===== src/rtl/max_pkg.sv =====
// Shared definitions for the streaming max tracker: FSM encoding and frame-limit helper.
package max_pkg;

  typedef enum logic [1:0] {
    IDLE  = 2'd0,  // no frame open
    ACCUM = 2'd1,  // frame open, accumulating samples
    HOLD  = 2'd2   // result held until the consumer takes it
  } state_e;

  // Number of samples a frame may hold before it counts as overflowed.
  function automatic int frame_limit(input int idx_w);
    return 1 << idx_w;
  endfunction

endpackage


===== src/rtl/max2_cmp.sv =====
// Strict a > b comparator: the two-input MAX decision, signed or unsigned.
module max2_cmp #(
  parameter int WIDTH  = 8,
  parameter bit SIGNED = 1'b0
) (
  input  logic [WIDTH-1:0] a_i,
  input  logic [WIDTH-1:0] b_i,
  output logic             gt_o
);

  // Compare at exactly WIDTH bits; signedness only changes interpretation.
  generate
    if (SIGNED) begin : gen_signed
      assign gt_o = $signed(a_i) > $signed(b_i);
    end else begin : gen_unsigned
      assign gt_o = a_i > b_i;
    end
  endgenerate

endmodule


===== src/rtl/max_stream_tracker.sv =====
// Frame maximum tracker: consumes a valid/ready sample stream and reports the
// maximum of each frame with the index of its first occurrence.
module max_stream_tracker
  import max_pkg::*;
#(
  parameter int WIDTH  = 8,
  parameter int IDX_W  = 4,
  parameter bit SIGNED = 1'b0
) (
  input  logic             clk,
  input  logic             rst,
  input  logic [WIDTH-1:0] in_data,
  input  logic             in_valid,
  input  logic             in_last,
  output logic             in_ready,
  output logic [WIDTH-1:0] out_max,
  output logic [IDX_W-1:0] out_idx,
  output logic             out_ovf,
  output logic             out_valid,
  input  logic             out_ready
);

  localparam int                LIMIT    = frame_limit(IDX_W);
  localparam int                CNT_W    = IDX_W + 1;
  localparam logic [CNT_W-1:0]  CNT_MAX  = CNT_W'(LIMIT);
  localparam logic [IDX_W-1:0]  IDX_LAST = IDX_W'(LIMIT - 1);

  state_e             state_q, state_d;
  logic [CNT_W-1:0]   cnt_q, cnt_d;
  logic [WIDTH-1:0]   best_q, best_d;
  logic [IDX_W-1:0]   best_idx_q, best_idx_d;
  logic               ovf_q, ovf_d;
  logic [WIDTH-1:0]   out_max_q, out_max_d;
  logic [IDX_W-1:0]   out_idx_q, out_idx_d;
  logic               out_ovf_q, out_ovf_d;

  logic               beat;
  logic               take;
  logic               gt;
  logic               at_limit;
  logic [IDX_W-1:0]   cand_idx;

  assign beat = in_valid && in_ready;
  assign take = out_valid && out_ready;

  max2_cmp #(
    .WIDTH  (WIDTH),
    .SIGNED (SIGNED)
  ) u_cmp (
    .a_i  (in_data),
    .b_i  (best_q),
    .gt_o (gt)
  );

  // Samples past the limit all map to the last representable index.
  assign at_limit = (cnt_q == CNT_MAX);
  assign cand_idx = at_limit ? IDX_LAST : cnt_q[IDX_W-1:0];

  // State register.
  always_ff @(posedge clk) begin
    if (rst) state_q <= IDLE;
    else     state_q <= state_d;
  end

  // Next-state logic: open on first beat, close on last beat, release on take.
  always_comb begin
    state_d = state_q;
    unique case (state_q)
      IDLE:    if (beat) state_d = in_last ? HOLD : ACCUM;
      ACCUM:   if (beat && in_last) state_d = HOLD;
      HOLD:    if (take) state_d = IDLE;
      default: state_d = IDLE;
    endcase
  end

  // Handshake outputs decoded directly from state.
  always_comb begin
    in_ready  = (state_q != HOLD);
    out_valid = (state_q == HOLD);
  end

  // Running best / counter update; the first beat of a frame seeds everything.
  always_comb begin
    cnt_d      = cnt_q;
    best_d     = best_q;
    best_idx_d = best_idx_q;
    ovf_d      = ovf_q;
    if (beat) begin
      if (state_q == IDLE) begin
        best_d     = in_data;
        best_idx_d = '0;
        cnt_d      = CNT_W'(1);
        ovf_d      = 1'b0;
      end else begin
        if (gt) begin
          best_d     = in_data;
          best_idx_d = cand_idx;
        end
        if (at_limit) ovf_d = 1'b1;
        else          cnt_d = cnt_q + CNT_W'(1);
      end
    end
  end

  // Result capture: the last beat's own compare is folded in before loading.
  always_comb begin
    out_max_d = out_max_q;
    out_idx_d = out_idx_q;
    out_ovf_d = out_ovf_q;
    if (beat && in_last) begin
      out_max_d = best_d;
      out_idx_d = best_idx_d;
      out_ovf_d = ovf_d;
    end
  end

  // Datapath and result registers.
  always_ff @(posedge clk) begin
    if (rst) begin
      cnt_q      <= '0;
      best_q     <= '0;
      best_idx_q <= '0;
      ovf_q      <= 1'b0;
      out_max_q  <= '0;
      out_idx_q  <= '0;
      out_ovf_q  <= 1'b0;
    end else begin
      cnt_q      <= cnt_d;
      best_q     <= best_d;
      best_idx_q <= best_idx_d;
      ovf_q      <= ovf_d;
      out_max_q  <= out_max_d;
      out_idx_q  <= out_idx_d;
      out_ovf_q  <= out_ovf_d;
    end
  end

  assign out_max = out_max_q;
  assign out_idx = out_idx_q;
  assign out_ovf = out_ovf_q;

endmodule


===== config.mk =====
export PLATFORM = sky130hd
export DESIGN_NAME = max_stream_tracker
export DESIGN_NICKNAME = d
export VERILOG_FILES = /design/src/rtl/max_pkg.sv /design/src/rtl/max2_cmp.sv /design/src/rtl/max_stream_tracker.sv
export SDC_FILE = /design/constraint.sdc
export NUM_CORES = 1
export LEC_CHECK = 0
export ABC_AREA = 0
export CAP_MARGIN = 20
export CORE_MARGIN = 5
export CORE_UTILIZATION = 55
export DETAILED_ROUTE_END_ITERATION = 8
export GPL_TIMING_DRIVEN = 0
export PLACE_DENSITY = 0.91
export SYNTH_ARGS = -nofsm -noshare
export SYNTH_HDL_FRONTEND = slang
export SYNTH_SLANG_ARGS = --single-unit

===== constraint.sdc =====
create_clock -name clk -period 3.4 [get_ports clk]
set_input_delay 0.85 -clock clk [delete_from_list [all_inputs] [get_ports clk]]
set_output_delay 0.85 -clock clk [all_outputs]
set_load 0.03 [all_outputs]

# Word level (Yosys, flattened, before mapping)
# Cells that the tools add are included.
[totals]
ff_bits = 33
latchBits = 0
mem_bits_rw = 0
romBits = 0
inputBits = 13
out_inout_bits = 15
wordCells = 41
memories = 0
[classes]
add_sub_neg = 1
n_mul = 0
n_div = 0
order_cmp = 1
n_eq_ne = 8
shift = 0
muxes = 17
n_bitwise = 0
reduce_logical = 6
[ops]
columns = ["op", "n"]
rows = [
  ["$mux W8", 3],
  ["$mux W4", 4],
  ["$mux W5", 2],
  ["$gt A8 B8 Y1", 1],
  ["$mux W2", 4],
  ["$ne A2 B2 Y1 const B", 3],
  ["$pmux W2 S3", 1],
  ["$add A5 B1 Y5 const B", 1],
  ["$eq A5 B5 Y1 const B", 1],
  ["$ne A2 B1 Y1 const B", 2],
  ["$logic_and A1 B1 Y1", 3],
  ["$mux W1", 3],
  ["$reduce_and A3 Y1", 1],
  ["$eq A2 B1 Y1 const B", 1],
  ["$eq A2 B2 Y1 const B", 1],
  ["$logic_not A2 Y1", 1],
  ["$reduce_and A2 Y1", 1],
]

# Logic depth before layout (Yosys ltp)
[logic_depth]
ltp_word = 5
mapped_depth = 9

# By module
# From an unflattened synthesis, not the netlist that was laid out.
[hier_totals]
hier_cells = 158
area_unflattened_um2 = 1507.7
[by_module_without_submodules]
columns = ["mod", "instances", "cells_each", "area_per_inst_um2"]
rows = [
  ["max_stream_tracker", 1, 131, 1297.5],
  ["max2_cmp", 1, 27, 210.2],
]

# Worst setup path before layout
# OpenSTA, ideal clock, no wires.
[synth_path]
path_kind = "input port to flip-flop"
startpoint = "input in_data[1]"
endpoint = "register out_max_q[4] (netlist: out_max[4])"
setup_ps = 134
arrival_time_ps = 2213
setup_slack_ps = 1053
path_stages = 8
n_path_buf = 1
path_cell_list = "ha_1 -> nor2b_1 -> o211ai_2 -> a21oi_1 -> o211ai_2 -> buf_6 -> mux2i_1 -> a211oi_1"
[synth_via]
elab_chain_cells = 4
[synth_lines]
columns = ["element", "line", "source"]
rows = [
  ["from (decl)", "max_stream_tracker.sv:12", "input logic [WIDTH-1:0] in_data,"],
  ["$gt A8 B8 Y1", "max2_cmp.sv:16", "assign gt_o = a_i > b_i;"],
  ["$mux W8", "max_stream_tracker.sv:95", "if (gt) begin"],
  ["$mux W8", "max_stream_tracker.sv:89", "if (state_q == IDLE) begin"],
  ["$mux W8", "max_stream_tracker.sv:88", "if (beat) begin"],
  ["to (signal assigned)", "max_stream_tracker.sv:132", "out_max_q <= out_max_d;"],
  ["to (decl)", "max_stream_tracker.sv:33", "logic [WIDTH-1:0] out_max_q, out_max_d;"],
]
# No other way between the ends.
# A chain may end at the register's enable or synchronous reset.

# Worst setup path in the final report
[layout_path]
startpoint = "input in_data[7]"
endpoint = "register out_max_q[4] (netlist: out_max[4])"
# Same word-level chain as after synthesis.

==> flow_metrics.py <==
metrics = {
    "pwr": {
        "switching_share_pct": 26.7,
        "p_total_w": 0.000895,
        "seqPwrFrac_pct": 46.8,
        "pwr-share-clk_pct": 34.0,
        "power_density_nw_per_um2": 475,
        "vdd_ir_drop_max_mv": 0.419,
        "power_frac_comb_pct": 19.2,
        "power.static_leakage_nw": 0.777,
        "power.net_switching_w": 0.000239,
        "internal-power_w": 0.000656,
    },
    "synth": {
        "post_synth_and_or_nand_nor_area_fraction_pct": 14.3,
        "post_synth.cell_area_avg_sq_um": 9.03,
        "synth.top_cells.by_area": "dfxtp_1 (44%), nor2_1 (8.5%), ha_1 (8.3%)",
        "synth.cell_area_sq_um": 1500,
        "synth_seq_area_share_pct": 44.1,
        "synthDominantAreaCellType": "dfxtp_1",
        "yosys_warnings": 0,
        "synth_mux_area_share_pct": 6.09,
        "synth_enable_flop_cells": 0,
        "synth.ff_latch_count": 33,
        "synthesis.instances": 166,
        "synth_nets": 189,
        "synthMostInstantiatedCell": "nor2_1",
        "synth_xor_area_share_pct": 1.17,
        "netlist_top_cells_count": "nor2_1 (34), dfxtp_1 (33), a211oi_1 (13), inv_1 (13), ha_1 (10)",
        "dominantRegCellSynth": "dfxtp_1",
        "synth_top_cell_area_share_pct": 44.1,
        "share_of_the_synthesized_area_in_compound_gates_ao_oa_aoi_oai_pct": 19.4,
        "yosys.area_share.adder_pct": 8.35,
        "synth_async_sr_flop_share_pct": 0,
        "largest_family_of_logic_cells_by_synthesized_area": "compound AO/OA/AOI/OAI gates",
        "number_of_library_cell_types_mapped_by_synthesis": 32,
    },
    "clock_tree": {
        "cts.sinks": 33,
        "clkTransAtPathRegs_ns": 0.10,
        "cts_made_buffers": 5,
        "max_root_sink_buffers": 2,
        "post-cts-setup-buffer-count": 0,
        "post_cts.resized_instances": 0,
        "tritoncts": "yes",
        "post_cts_hold_buffer_count": 0,
        "cts_max_level": 2,
        "clkLatencyLatePin_ns": 0.34,
        "clock-root-buffer": "clkbuf_4",
    },
    "detailed_routing": {
        "remaining_drc_errors": 0,
        "detailedRoute.firstPassIterationCount": 6,
        "vias": 1321,
        "vias_per_cell": 5.72,
        "detail_route.wirelength_mm": 3.64,
        "detail_route.wl_per_cell_um": 15.8,
        "detail_route.iter0.violations": 57,
        "postRouteAntennaNets": 0,
    },
    "outcome": {
        "outcome": "finished, final reports clean",
    },
    "sta": {
        "fin_tns_setup_ns": 0,
        "finalCriticalPeriod_ns": 2.73,
        "setup-violations-final": 0,
        "skew_ns": 0.00780,
        "rsz0062_at_grt": "no",
        "worstMarginPinSlew_ns": 0.508,
        "final-max-slew-violation-count": 0,
        "max-slew-margin-rel_pct": 65.9,
        "maxClockFrequency_ghz": 0.367,
        "finalHoldViolCount": 0,
        "layout_setup_ws_ns": 0.674,
        "timing.final.crit_share_pct": 80.2,
    },
    "setup_path": {
        "worst-endpoint-required_ns": 3.60,
        "worst_setup_path_startpoint": "in_data[7]",
        "crit_type": "in2reg",
        "crit_path_max_fanout": 10,
        "worstReg2RegStart": "best_q[1]",
        "setup.reg_to_reg.worst_slack_ns": 1.26,
        "cp_data_arrival_time_ns": 2.92,
        "r2r_end": "out_idx[2]",
        "crit_end": "out_max[4]",
        "cell_count_of_the_worst_reg_to_reg_path": 8,
        "setup.worst_path.end_class": "register",
        "crit_path_start_kind": "input pin",
    },
    "hold_path": {
        "hp-class": "reg2reg",
    },
    "die": {
        "rows": 19,
        "die_outline_area_sq_um": 3870,
        "die_width_um": 62.2,
        "fp.dieH_um": 62.2,
        "pin_count": 28,
        "initial_core_util_pct": 55.8,
        "fp.coreArea_sq_um": 2690,
    },
    "grt": {
        "groute.usage.overall_pct": 19.7,
        "globalRoute.totalOverflow": 0,
        "grt_start_max_net_pins": 11,
        "grt_antenna_before_repair": 0,
        "grt_pass1_wl_mm": 6.13,
        "grt_pass1_vias": 1395,
    },
    "place": {
        "place.gp.congestion": 0.887,
        "port_buffers": 26,
        "placed_cells": 223,
        "detailed_place_hpwl_mm": 2.69,
        "pre_cts_worst_setup_slack_ns": 0.350,
    },
    "cells_and_area": {
        "antenna_cells": 0,
        "area_growth_syn_to_layout_pct": 25.6,
        "drive_gt1_share_pct": 8.50,
        "final-instance-count-excl-fill": 231,
        "fin_nets": 222,
    },
    "run": {
        "timing.max_cap.violations": 0,
    },
}
layout by cell type (no fill, tap or decap), types with 2 or more instances in the layout:
cell	count
nor2_1	34
dfxtp_1	33
clkdlybuf4s50_1	26
inv_1	13
a211oi_1	13
ha_1	10
mux2i_1	8
nand2_1	7
a21oi_1	7
a22oi_1	5
clkbuf_4	5
clkbuf_1	4
nand4_1	4
buf_4	2
buf_2	2
a21o_1	2
xor2_1	2
o211ai_2	2
o21ai_0	2
o21ai_1	2
or2_2	2
per-layer routing:
| metal | up-vias | global-route usage [%] | wire length (um) |
|---|---|---|---|
| li1 | 646 | - | - |
| met1 | 614 | 20.7 | 1500 |
| met2 | 51 | 34.7 | 1840 |
| met3 | 10 | 6.67 | 211 |
| met4 | 0 | 8.94 | 95 |
| met5 | - | 0 | 0 |
state kept, by name, summed over array words and instances, names as in the netlist:
| name | flops |
|---|---|
| best_q | 8 |
| out_max | 8 |
| cnt_q | 5 |
| best_idx_q | 4 |
| out_idx | 4 |
| state_q | 2 |
| out_ovf | 1 |
| ovf_q | 1 |
power groups by stage:
stage / clock network [W] / registers, W / logic (W)
finish: 0.000304 / 0.000419 / 0.000172
global route: 0.000331 / 0.000421 / 0.000189
CTS: 0.000313 / 0.000419 / 0.000173
detailed placement: 0 / 0.000428 / 0.000170
global placement: 0 / 0.000426 / 0.000162
floorplan: 0 / 0.000444 / 0.0000904
logic make-up (layout without fill, tap and decap cells):
| family | after synthesis | count (layout) |
|---|---|---|
| and+or+nand+nor | 50 | 50 |
| AOI/OAI and AO/OA | 40 | 40 |
| DFF | 33 | 33 |
| buffers and inverters | 22 | 56 |
| adders and majority gates | 10 | 10 |
| muxes | 9 | 9 |
| xor gates and xnor gates | 2 | 2 |
critical path, cell delays in order:
cell             delay [ns]
clkdlybuf4s50_1        0.45
ha_1                   0.35
a21oi_1                0.16
o21a_1                 0.17
o21ai_0                0.11
o211ai_2               0.27
buf_6                  0.21
mux2i_1                0.25
a211oi_1               0.11
through the flow:
step                      utilization, %  instance area (sq um)  hold slack [ns]
after detailed placement            66.9                   1800            0.477
after global placement              66.9                   1800            0.460
final                               70.1                   1880            0.495
after floorplan                        -                   1500            0.437
after CTS                           70.1                   1880            0.498
after global routing                70.1                   1880            0.524
worst min-delay path by stage:
stage / from / end / slack [ns] / cells after the start
final: out_ovf / out_ovf / 0.50 / 2
after CTS: out_ovf / out_ovf / 0.50 / 2
after global placement: ovf_q / ovf_q / 0.46 / 2
after floorplan: ovf_q / ovf_q / 0.44 / 2
after detailed placement: out_ovf / out_ovf / 0.48 / 2
after global routing: out_ovf / out_ovf / 0.52 / 2
layout make-up:
class,instances,area [sq um]
plain buffers,9,51.3
clock buffers,7,55.1
clock inverters,1,30.0
fillers,219,803
inverters,13,48.8
multi-input cells,111,738
flip-flops and latches,33,661
well taps,31,38.8
repair buffers,26,260
Power figures use the tool's default switching activity.
